$ cat src/rtl/frame_io_pkg.sv
// Definitions shared by the frame input (write side) and line output (read side) controllers.
package frame_io_pkg;

    localparam int LEN_W = 16;

    // The 3-bit width matches the output controller's state register.
    typedef enum logic [2:0] {
        IDLE     = 3'd0,
        WAIT_SOF = 3'd1,
        TRACE    = 3'd2,
        RETRACE  = 3'd3
    } state_t;

endpackage

$ cat src/rtl/edge_sync.sv
// Synchronizer chain plus edge register: a one-cycle edge pulse on a slow asynchronous level.
// RISING selects a rising-edge pulse (1) or a falling-edge pulse (0).
module edge_sync #(
    parameter int STAGES = 2,
    parameter bit RISING = 1'b1
) (
    input  logic clk,
    input  logic reset_n,
    input  logic i_d,
    output logic o_edge
);

    logic [STAGES-1:0] r_sync;
    logic              r_prev;
    logic              w_level;

    always_ff @(posedge clk or negedge reset_n) begin
        if (!reset_n) begin
            r_sync <= '0;
            r_prev <= 1'b0;
        end else begin
            r_sync <= (r_sync << 1) | STAGES'(i_d);
            r_prev <= w_level;
        end
    end

    assign w_level = r_sync[STAGES-1];
    assign o_edge  = RISING ? (w_level & ~r_prev) : (~w_level & r_prev);

endmodule

$ cat src/rtl/frame_input_con.sv
// Write-side line capture: packs two samples per FIFO word and writes only the trace part of each line.
// Build option TEST_PATTERN_EN replaces the sample input with an internal incrementing counter.
module frame_input_con
    import frame_io_pkg::*;
#(
    parameter int DW = 16,
    parameter int AW = 10
) (
    input  logic              clk,
    input  logic              reset_n,
    input  logic              i_enable,
    input  logic              i_update_flag,
    input  logic [LEN_W-1:0]  i_trace_length,
    input  logic [LEN_W-1:0]  i_retrace_length,
    input  logic              i_sof,
    input  logic              i_din_valid,
    input  logic [DW-1:0]     i_din,
    input  logic              i_fifo_full,
    input  logic [AW-1:0]     i_fifo_usedw,
    output logic              o_fifo_wreq,
    output logic [2*DW-1:0]   o_fifo_data,
    output logic              o_fifo_ready,
    output logic              o_line_done,
    output logic              o_overflow,
    output state_t            o_state
);

    logic w_sof_rise;
    logic w_upd_fall;
    logic [DW-1:0] w_din;
    logic w_unused;

    state_t             r_state, w_state_n;
    logic [LEN_W-1:0]   r_word_cnt, w_word_cnt_n;
    logic [LEN_W-1:0]   r_rcnt, w_rcnt_n;
    logic               r_half, w_half_n;
    logic [DW-1:0]      r_low, w_low_n;
    logic [2*DW-1:0]    r_data, w_data_n;
    logic               r_wreq, w_wreq_n;
    logic               r_line_done, w_line_done_n;
    logic               r_overflow, w_overflow_n;
    logic [LEN_W-1:0]   r_trace_words;
    logic [LEN_W-1:0]   r_retrace;
    logic               r_ready;
    logic [LEN_W-1:0]   w_word_inc, w_rcnt_inc;

    edge_sync #(.STAGES(2), .RISING(1'b1)) u_sof_sync (
        .clk     (clk),
        .reset_n (reset_n),
        .i_d     (i_sof),
        .o_edge  (w_sof_rise)
    );

    // Single stage pair (f0, f1): lengths are taken on the falling edge of the strobe.
    edge_sync #(.STAGES(1), .RISING(1'b0)) u_upd_sync (
        .clk     (clk),
        .reset_n (reset_n),
        .i_d     (i_update_flag),
        .o_edge  (w_upd_fall)
    );

    assign w_unused = ^{i_trace_length[0], i_din};

`ifdef TEST_PATTERN_EN
    logic [DW-1:0] r_tp;

    always_ff @(posedge clk or negedge reset_n) begin
        if (!reset_n) begin
            r_tp <= '0;
        end else if (w_sof_rise) begin
            r_tp <= '0;
        end else if (i_enable && i_din_valid && (r_state == TRACE || r_state == RETRACE)) begin
            r_tp <= r_tp + DW'(1);
        end
    end

    assign w_din = r_tp;
`else
    assign w_din = i_din;
`endif

    always_ff @(posedge clk or negedge reset_n) begin
        if (!reset_n) begin
            r_trace_words <= '0;
            r_retrace     <= '0;
            r_ready       <= 1'b0;
        end else begin
            if (w_upd_fall) begin
                r_trace_words <= {1'b0, i_trace_length[LEN_W-1:1]};
                r_retrace     <= i_retrace_length;
            end
            r_ready <= (LEN_W'(i_fifo_usedw) >= r_trace_words) && (r_trace_words != '0);
        end
    end

    always_ff @(posedge clk or negedge reset_n) begin
        if (!reset_n) begin
            r_state     <= IDLE;
            r_word_cnt  <= '0;
            r_rcnt      <= '0;
            r_half      <= 1'b0;
            r_low       <= '0;
            r_data      <= '0;
            r_wreq      <= 1'b0;
            r_line_done <= 1'b0;
            r_overflow  <= 1'b0;
        end else begin
            r_state     <= w_state_n;
            r_word_cnt  <= w_word_cnt_n;
            r_rcnt      <= w_rcnt_n;
            r_half      <= w_half_n;
            r_low       <= w_low_n;
            r_data      <= w_data_n;
            r_wreq      <= w_wreq_n;
            r_line_done <= w_line_done_n;
            r_overflow  <= w_overflow_n;
        end
    end

    assign w_word_inc = r_word_cnt + LEN_W'(1);
    assign w_rcnt_inc = r_rcnt + LEN_W'(1);

    always_comb begin
        w_state_n     = r_state;
        w_word_cnt_n  = r_word_cnt;
        w_rcnt_n      = r_rcnt;
        w_half_n      = r_half;
        w_low_n       = r_low;
        w_data_n      = r_data;
        w_wreq_n      = 1'b0;
        w_line_done_n = 1'b0;
        w_overflow_n  = w_upd_fall ? 1'b0 : r_overflow;

        if (!i_enable) begin
            w_state_n    = IDLE;
            w_word_cnt_n = '0;
            w_rcnt_n     = '0;
            w_half_n     = 1'b0;
            w_overflow_n = 1'b0;
        end else begin
            case (r_state)
                IDLE: begin
                    if (r_trace_words != '0) w_state_n = WAIT_SOF;
                end
                WAIT_SOF: begin
                    if (w_sof_rise) begin
                        w_state_n    = TRACE;
                        w_word_cnt_n = '0;
                        w_half_n     = 1'b0;
                    end
                end
                TRACE: begin
                    if (w_sof_rise) begin
                        w_word_cnt_n = '0;
                        w_rcnt_n     = '0;
                        w_half_n     = 1'b0;
                    end else if (i_din_valid) begin
                        if (!r_half) begin
                            w_low_n  = w_din;
                            w_half_n = 1'b1;
                        end else begin
                            w_half_n     = 1'b0;
                            w_data_n     = {w_din, r_low};
                            w_word_cnt_n = w_word_inc;
                            // A dropped word still counts so line geometry stays intact.
                            if (i_fifo_full) w_overflow_n = 1'b1;
                            else             w_wreq_n     = 1'b1;
                            if (w_word_inc >= r_trace_words) begin
                                w_line_done_n = 1'b1;
                                w_word_cnt_n  = '0;
                                if (r_retrace != '0) begin
                                    w_state_n = RETRACE;
                                    w_rcnt_n  = '0;
                                end
                            end
                        end
                    end
                end
                RETRACE: begin
                    if (w_sof_rise) begin
                        w_state_n    = TRACE;
                        w_word_cnt_n = '0;
                        w_rcnt_n     = '0;
                        w_half_n     = 1'b0;
                    end else if (i_din_valid) begin
                        w_rcnt_n = w_rcnt_inc;
                        if (w_rcnt_inc >= r_retrace) begin
                            w_state_n    = TRACE;
                            w_word_cnt_n = '0;
                            w_half_n     = 1'b0;
                        end
                    end
                end
                default: w_state_n = IDLE;
            endcase
        end
    end

    assign o_fifo_wreq  = r_wreq;
    assign o_fifo_data  = r_data;
    assign o_fifo_ready = r_ready;
    assign o_line_done  = r_line_done;
    assign o_overflow   = r_overflow;
    assign o_state      = r_state;

endmodule

$ cat config.mk
export PLATFORM = sky130hd
export DESIGN_NAME = frame_input_con
export DESIGN_NICKNAME = d
export VERILOG_FILES = /design/src/rtl/frame_io_pkg.sv /design/src/rtl/edge_sync.sv /design/src/rtl/frame_input_con.sv
export SDC_FILE = /design/constraint.sdc
export NUM_CORES = 1
export LEC_CHECK = 0
export ABC_AREA = 1
export CORE_MARGIN = 3
export CORE_UTILIZATION = 40
export DETAILED_ROUTE_END_ITERATION = 10
export PLACE_DENSITY_LB_ADDON = 0.08
export REMOVE_ABC_BUFFERS = 1
export SYNTH_ARGS = -nofsm -noshare
export SYNTH_HDL_FRONTEND = slang
export SYNTH_SLANG_ARGS = --single-unit
$ cat constraint.sdc
create_clock -name clk -period 7.35 [get_ports clk]
set_clock_uncertainty 0.1 [all_clocks]
set_input_delay 1.1025 -clock clk [delete_from_list [all_inputs] [get_ports clk]]
set_output_delay 1.1025 -clock clk [all_outputs]
set_load 0.01 [all_outputs]
# Word level (Yosys, flattened, before mapping)
# Cells that the tools add are included.
# word_totals
reg_bits	124
inputBits	65
wordCells	115
# classes
n_addsub	2
magnitude_cmp	3
n_eq_ne	18
mux	59
bitwise	7
reduce_logical	10
# op_table
cell	count
16-bit two-way mux	17
16-bit one-hot mux with 3 select lines	1
3-bit two-way mux	11
16-bit by 1-bit adder with 16-bit output, second input constant	2
16-bit one-hot mux with 2 select lines	1
16-bit nonzero test	2
1-bit two-way mux	27
4-bit by 3-bit != test with 1-bit output, second input constant	6
3-bit != test, second input constant	6
16-bit by 15-bit >= comparator with 1-bit output	1
16-bit >= comparator	1
10-bit by 15-bit >= comparator with 1-bit output	1
5-bit AND reduction	3
3-bit one-hot mux with 4 select lines	1
6-bit AND reduction	2
9-bit AND reduction	1
3-bit by 2-bit equality test with 1-bit output, second input constant	2
4-bit by 1-bit != test with 1-bit output, second input constant	1
1-bit inverter	4
3-bit by 1-bit equality test with 1-bit output, second input constant	1
3-bit zero test	1
3-bit by 1-bit != test with 1-bit output, second input constant	1
3-bit by 2-bit != test with 1-bit output, second input constant	1
1-bit one-hot mux with 3 select lines	1
other kinds (3)	4

# Depth between registers and ports, before layout
# logic_depth
depth_word	9
ltp_mapped	21
ltp_nobuf	20

# Modules after synthesis
# From an unflattened synthesis, not the netlist that was laid out.
# unflattened
hier_cells	828
area_unflattened_um2	6695.2
# by_module_without_submodules
mod	n_inst	cells_per_inst	area_each_um2
frame_input_con	1	819	6550.0
edge_sync at u_sof_sync	1	5	85.1
edge_sync at u_upd_sync	1	4	60.1

# Least setup slack after synthesis
# Ideal clock, no wire load.
# synth_path
kind	reg-to-reg
startpoint	register r_rcnt[0]
endpoint	register r_word_cnt[10]
setup_time_ns	0.135
arrival_ns	2.671
t_required_ns	7.115
setup_slack_ns	4.444
stages_incl_launch_ff	20
n_path_buf	1
synth_period_minus_slack_ns	2.906
path_cell_list	dfrtp_1 > ha_1 > nand3_1 > nor2_1 > nand3_1 > nor3_1 > nand2_1 > nand2_1 > inv_1 > ha_1 > nand2_1 > inv_1 > nand3_1 > nor3_1 > nand2_1 > nand4_1 > nand3_1 > clkbuf_1 > nand2_1 > o21ai_0
# synth_via
elab_chain_len	4
# synth_rtl
item	line	text
start: declaration	frame_input_con.sv:35	logic [LEN_W-1:0] r_rcnt, w_rcnt_n;
start signal: assignment	frame_input_con.sv:110	r_rcnt <= w_rcnt_n;
16-bit by 1-bit adder with 16-bit output	frame_input_con.sv:121	assign w_rcnt_inc = r_rcnt + LEN_W'(1);
16-bit >= comparator	frame_input_con.sv:187	if (w_rcnt_inc >= r_retrace) begin
4-bit by 3-bit != test with 1-bit output (no line)	--	
6-bit AND reduction (no line)	--	
end signal: assignment	frame_input_con.sv:109	r_word_cnt <= w_word_cnt_n;
end: declaration	frame_input_con.sv:34	logic [LEN_W-1:0] r_word_cnt, w_word_cnt_n;
# No other way between the ends.
# A chain may end at the register's enable or synchronous reset.

# Worst setup path in the final report
# layout_path
startpoint	register r_rcnt[0]
endpoint	register r_word_cnt[0]
# The elaborated chain is that of the path after synthesis.

==> impl_metrics.csv <==
group,metric,value,unit
status,status,"completed",
placement,place_area,7884,um2
grt,grt_use_met1,0.2590,
worst_setup_path,max_stage_delay,0.75,ns
worst_setup_path,regToRegSetupSlack,3.21,ns
worst_setup_path,critPathKind,"flop to flop",
die,coreArea,16120,um2
grt,grt_pass1_vias,5603,
synth,synth_edf_count,0,
clock_tree,max-clock-path-buffers,2,
synth,synthAdderAreaFrac,0.08049,
grt,grt_pass1_wl,27250,um
timing,fin_crit,4.138,ns
grt,grt_max_degree,80,
die,row_count,46,
clock_tree,cts_sinks,123,
synth,yosys.area.top_type,"dfrtp_1",
power_and_ir_drop,p_sw,601.9,uW
power_and_ir_drop,swShare,0.2934,
layout,nets,1043,
detailed_routing,via_per_inst,4.923,
placement,dp_cells,1132,
synth,synth_top_area_frac,0.4605,
clock_tree,cts_hold_buf,0,
grt,global_route.usage.met2,0.2771,
synth,ys_seq_area_frac,0.4605,
timing,max_slew.worst_pin.slew,1.042,ns
synth,synth.yosys.warnings,0,
detailed_routing,wirelength,16210,um
power_and_ir_drop,ir_drop,0.1805,mV
timing,finalSetupTns,0,ns
layout,most-common-layout-cells,"nand2_1, dfrtp_1, inv_1",
layout,post-route-cell-area,8449,um2
clock_tree,cts_made_buffers,17,
job,maxCapViolations,0,
grt,antenna_found_initial,0,
grt,gr-total-overflow,0,
power_and_ir_drop,power_density,242.8,nW/um2
timing,grt_setup_unrepaired,"no",
power_and_ir_drop,power.total,2052,uW
worst_setup_path,worstPathRequired,7.56,ns
timing,hold_violations,0,
synth,synthTopCellsByArea,"dfrtp_1, nand2_1, ha_1",
detailed_routing,drc,0,
die,io_pins,104,
clock_tree,cts_max_level,4,
grt,grt_use_total,0.1858,
power_and_ir_drop,p_int,1450,uW
power_and_ir_drop,seqPwrFrac,0.411,
power_and_ir_drop,p_leak,0.004334,uW
layout,syn2layout_area_growth,26.41,%
placement,port_buffers,101,
clock_tree,cts_tree,"built",
timing,setup_violations,0,
worst_setup_path,cp-end-kind,"flop",
worst_setup_path,crit_arrival,4.34,ns
placement,dp_hpwl,11560,um
clock_tree,cts_resized,0,
synth,synth_cell_types,39,
timing,max_freq,0.2417,GHz
power_and_ir_drop,clockPowerShare,0.393,
detailed_routing,first_pass_iters,6,
synth,syn-mean-instance-area,7.986,um2
die,start_util,0.4148,
clock_tree,clk_latency,0.42,ns
grt,grt_use_met3,0.05498,
synth,synthXorXnorAreaFrac,0.02752,
worst_setup_path,path_max_fanout,31,
synth,async_flop_share,1.000,
synth,synth_area,6684,um2
clock_tree,cts_setup_buffers,0,
layout,fin_cells,1162,
synth,synth.area.mux_share,0.003370,
synth,synth_compound_area_frac,0.08723,
synth,synth_top_family_by_area,"simple AND/OR/NAND/NOR gates",
detailed_routing,ant_nets,0,
worst_setup_path,worstPathCellList,"ha_1, nand3_1, nor2_1, nand3_1, nor3_1, nand2_1, nand2_1, inv_1, ha_1, nand2_1, inv_1, nand3_1, nor3_1, nand2_1, nand4_1, nand3_1, o21ai_0",
detailed_routing,drt-wirelength-per-cell,13.95,um
die,fp.dieW,135.3,um
layout,num_antenna_cells,0,
hold_path,holdCritPathClass,"flop to flop",
die,dieHeight,135.3,um
timing,slew_viol_final,0,
timing,worst_slew_margin_rel,0.3035,
detailed_routing,num_vias,5721,
synth,ys.flop_type,"dfrtp_1",
die,dieArea,18300,um2
layout,final_common_cell,"nand2_1",
clock_tree,cts_root_buf,"clkbuf_16",
synth,ys_ff_latch,123,
power_and_ir_drop,pwr-share-comb,0.196,
worst_setup_path,worst_path_max_delay_cell,"nand3_1",
grt,busiest_layer,"met2",
synth,yosys.area_share.simple,0.2624,
timing,post-route-period-util,0.5629,
worst_setup_path,crit_path_start_kind,"flop",
detailed_routing,drt_iter0_drc,284,
synth,syn_inst,837,
clock_tree,path_clk_slew,0.05,ns
layout,fillCellCount,1518,
timing,worst_hold_slack,0.2654,ns
placement,place.gp.congestion,0.8955,
layout,drive_above_1_share,0.05814,
==> critical path: cells and delay by family, from the launching register on <==
| kind | cells | cell delay, ns |
|---|---|---|
| AOI/OAI and AO/OA | 1 | 0.43 |
| adders and majority gates | 2 | 0.48 |
| buffers and inverters | 2 | 0.10 |
| DFF | 1 | 0.42 |
| and+or+nand+nor | 12 | 2.48 |
==> metal layers <==
layer  up-vias  part of all wire  wire (um)
met5         -                 0          0
met4         0             0.017        272
met3        23             0.062       1006
met2       136              0.43       6947
met1      2664              0.49       7983
li1       2898                 -          -
==> through the flow <==
step,setup WS (ns),utilization
6_report,3.212,0.5243
3_3_place_gp,3.355,0.4892
3_5_place_dp,3.220,0.4892
5_1_grt,2.574,0.5243
2_1_floorplan,4.137,-
4_1_cts,3.196,0.5243
==> state kept, by name, summed over array words and instances, names as in the netlist, 2 cells and up <==
register,cells
r_word_cnt,16
r_rcnt,16
r_trace_words,15
u_sof_sync.r_sync,2
r_retrace,16
o_state,2
o_fifo_data,32
r_low,16
==> kinds of logic (layout without fill, tap and decap cells) <==
| kind of cell | count (synthesis) | after routing |
|---|---|---|
| and+or+nand+nor | 403 | 403 |
| buffers and inverters | 134 | 243 |
| DFF | 123 | 123 |
| AOI/OAI and AO/OA | 110 | 110 |
| adders and majority gates | 43 | 43 |
| xor gates and xnor gates | 21 | 21 |
| muxes | 2 | 2 |
| other | 1 | 1 |
==> cell usage after synthesis, types with 3 or more instances <==
library cell / count
o21ai_0: 55
nand2_2: 4
a21oi_1: 44
clkbuf_1: 19
nor2_1: 75
ha_1: 43
inv_1: 105
nand3b_1: 6
o21bai_1: 4
or2_2: 3
nor2_2: 3
nand2_1: 220
dfrtp_1: 123
xor2_1: 16
nand4_1: 31
nand3_1: 34
buf_1: 3
xnor2_1: 5
nor3_1: 16
nor4_1: 5
==> final cells by class <==
cell class | count | area (um2) | share of cell area
Timing Repair Buffer | 106 | 1046 | 0.1238
Tap cell | 216 | 270.3 | 0.03199
Inverter | 107 | 401.6 | 0.04753
Multi-Input combinational cell | 580 | 3088 | 0.3655
Clock buffer | 18 | 439.2 | 0.05198
Sequential cell | 123 | 3078 | 0.3643
Clock inverter | 12 | 126.4 | 0.01496
==> power groups by stage <==
stage          Clock [uW]  Sequential [uW]  Combinational [uW]
4_1_cts               822              844                 406
3_5_place_dp            0              853                 404
3_3_place_gp            0              850                 395
5_1_grt               855              858                 457
6_report              806              844                 402
2_1_floorplan           0              853                 210
==> path summary, 6_finish.rpt <==
path	startpoint	endpoint	cells after the start
setup reg to reg	r_rcnt[0]$_DFFE_PN0P_	r_word_cnt[0]$_DFFE_PN0P_	17
hold / removal	u_sof_sync.r_sync[0]$_DFF_PN0_	u_sof_sync.r_sync[1]$_DFF_PN0_	0
min in group asynchronous	reset_n	r_trace_words[10]$_DFFE_PN0P_	1
hold reg to reg	u_sof_sync.r_sync[0]$_DFF_PN0_	u_sof_sync.r_sync[1]$_DFF_PN0_	0
max in group asynchronous	reset_n	o_fifo_data[2]$_DFFE_PN0P_	2
setup / recovery	r_rcnt[0]$_DFFE_PN0P_	r_word_cnt[0]$_DFFE_PN0P_	17
Note: power is estimated with default switching activity, not from simulation.
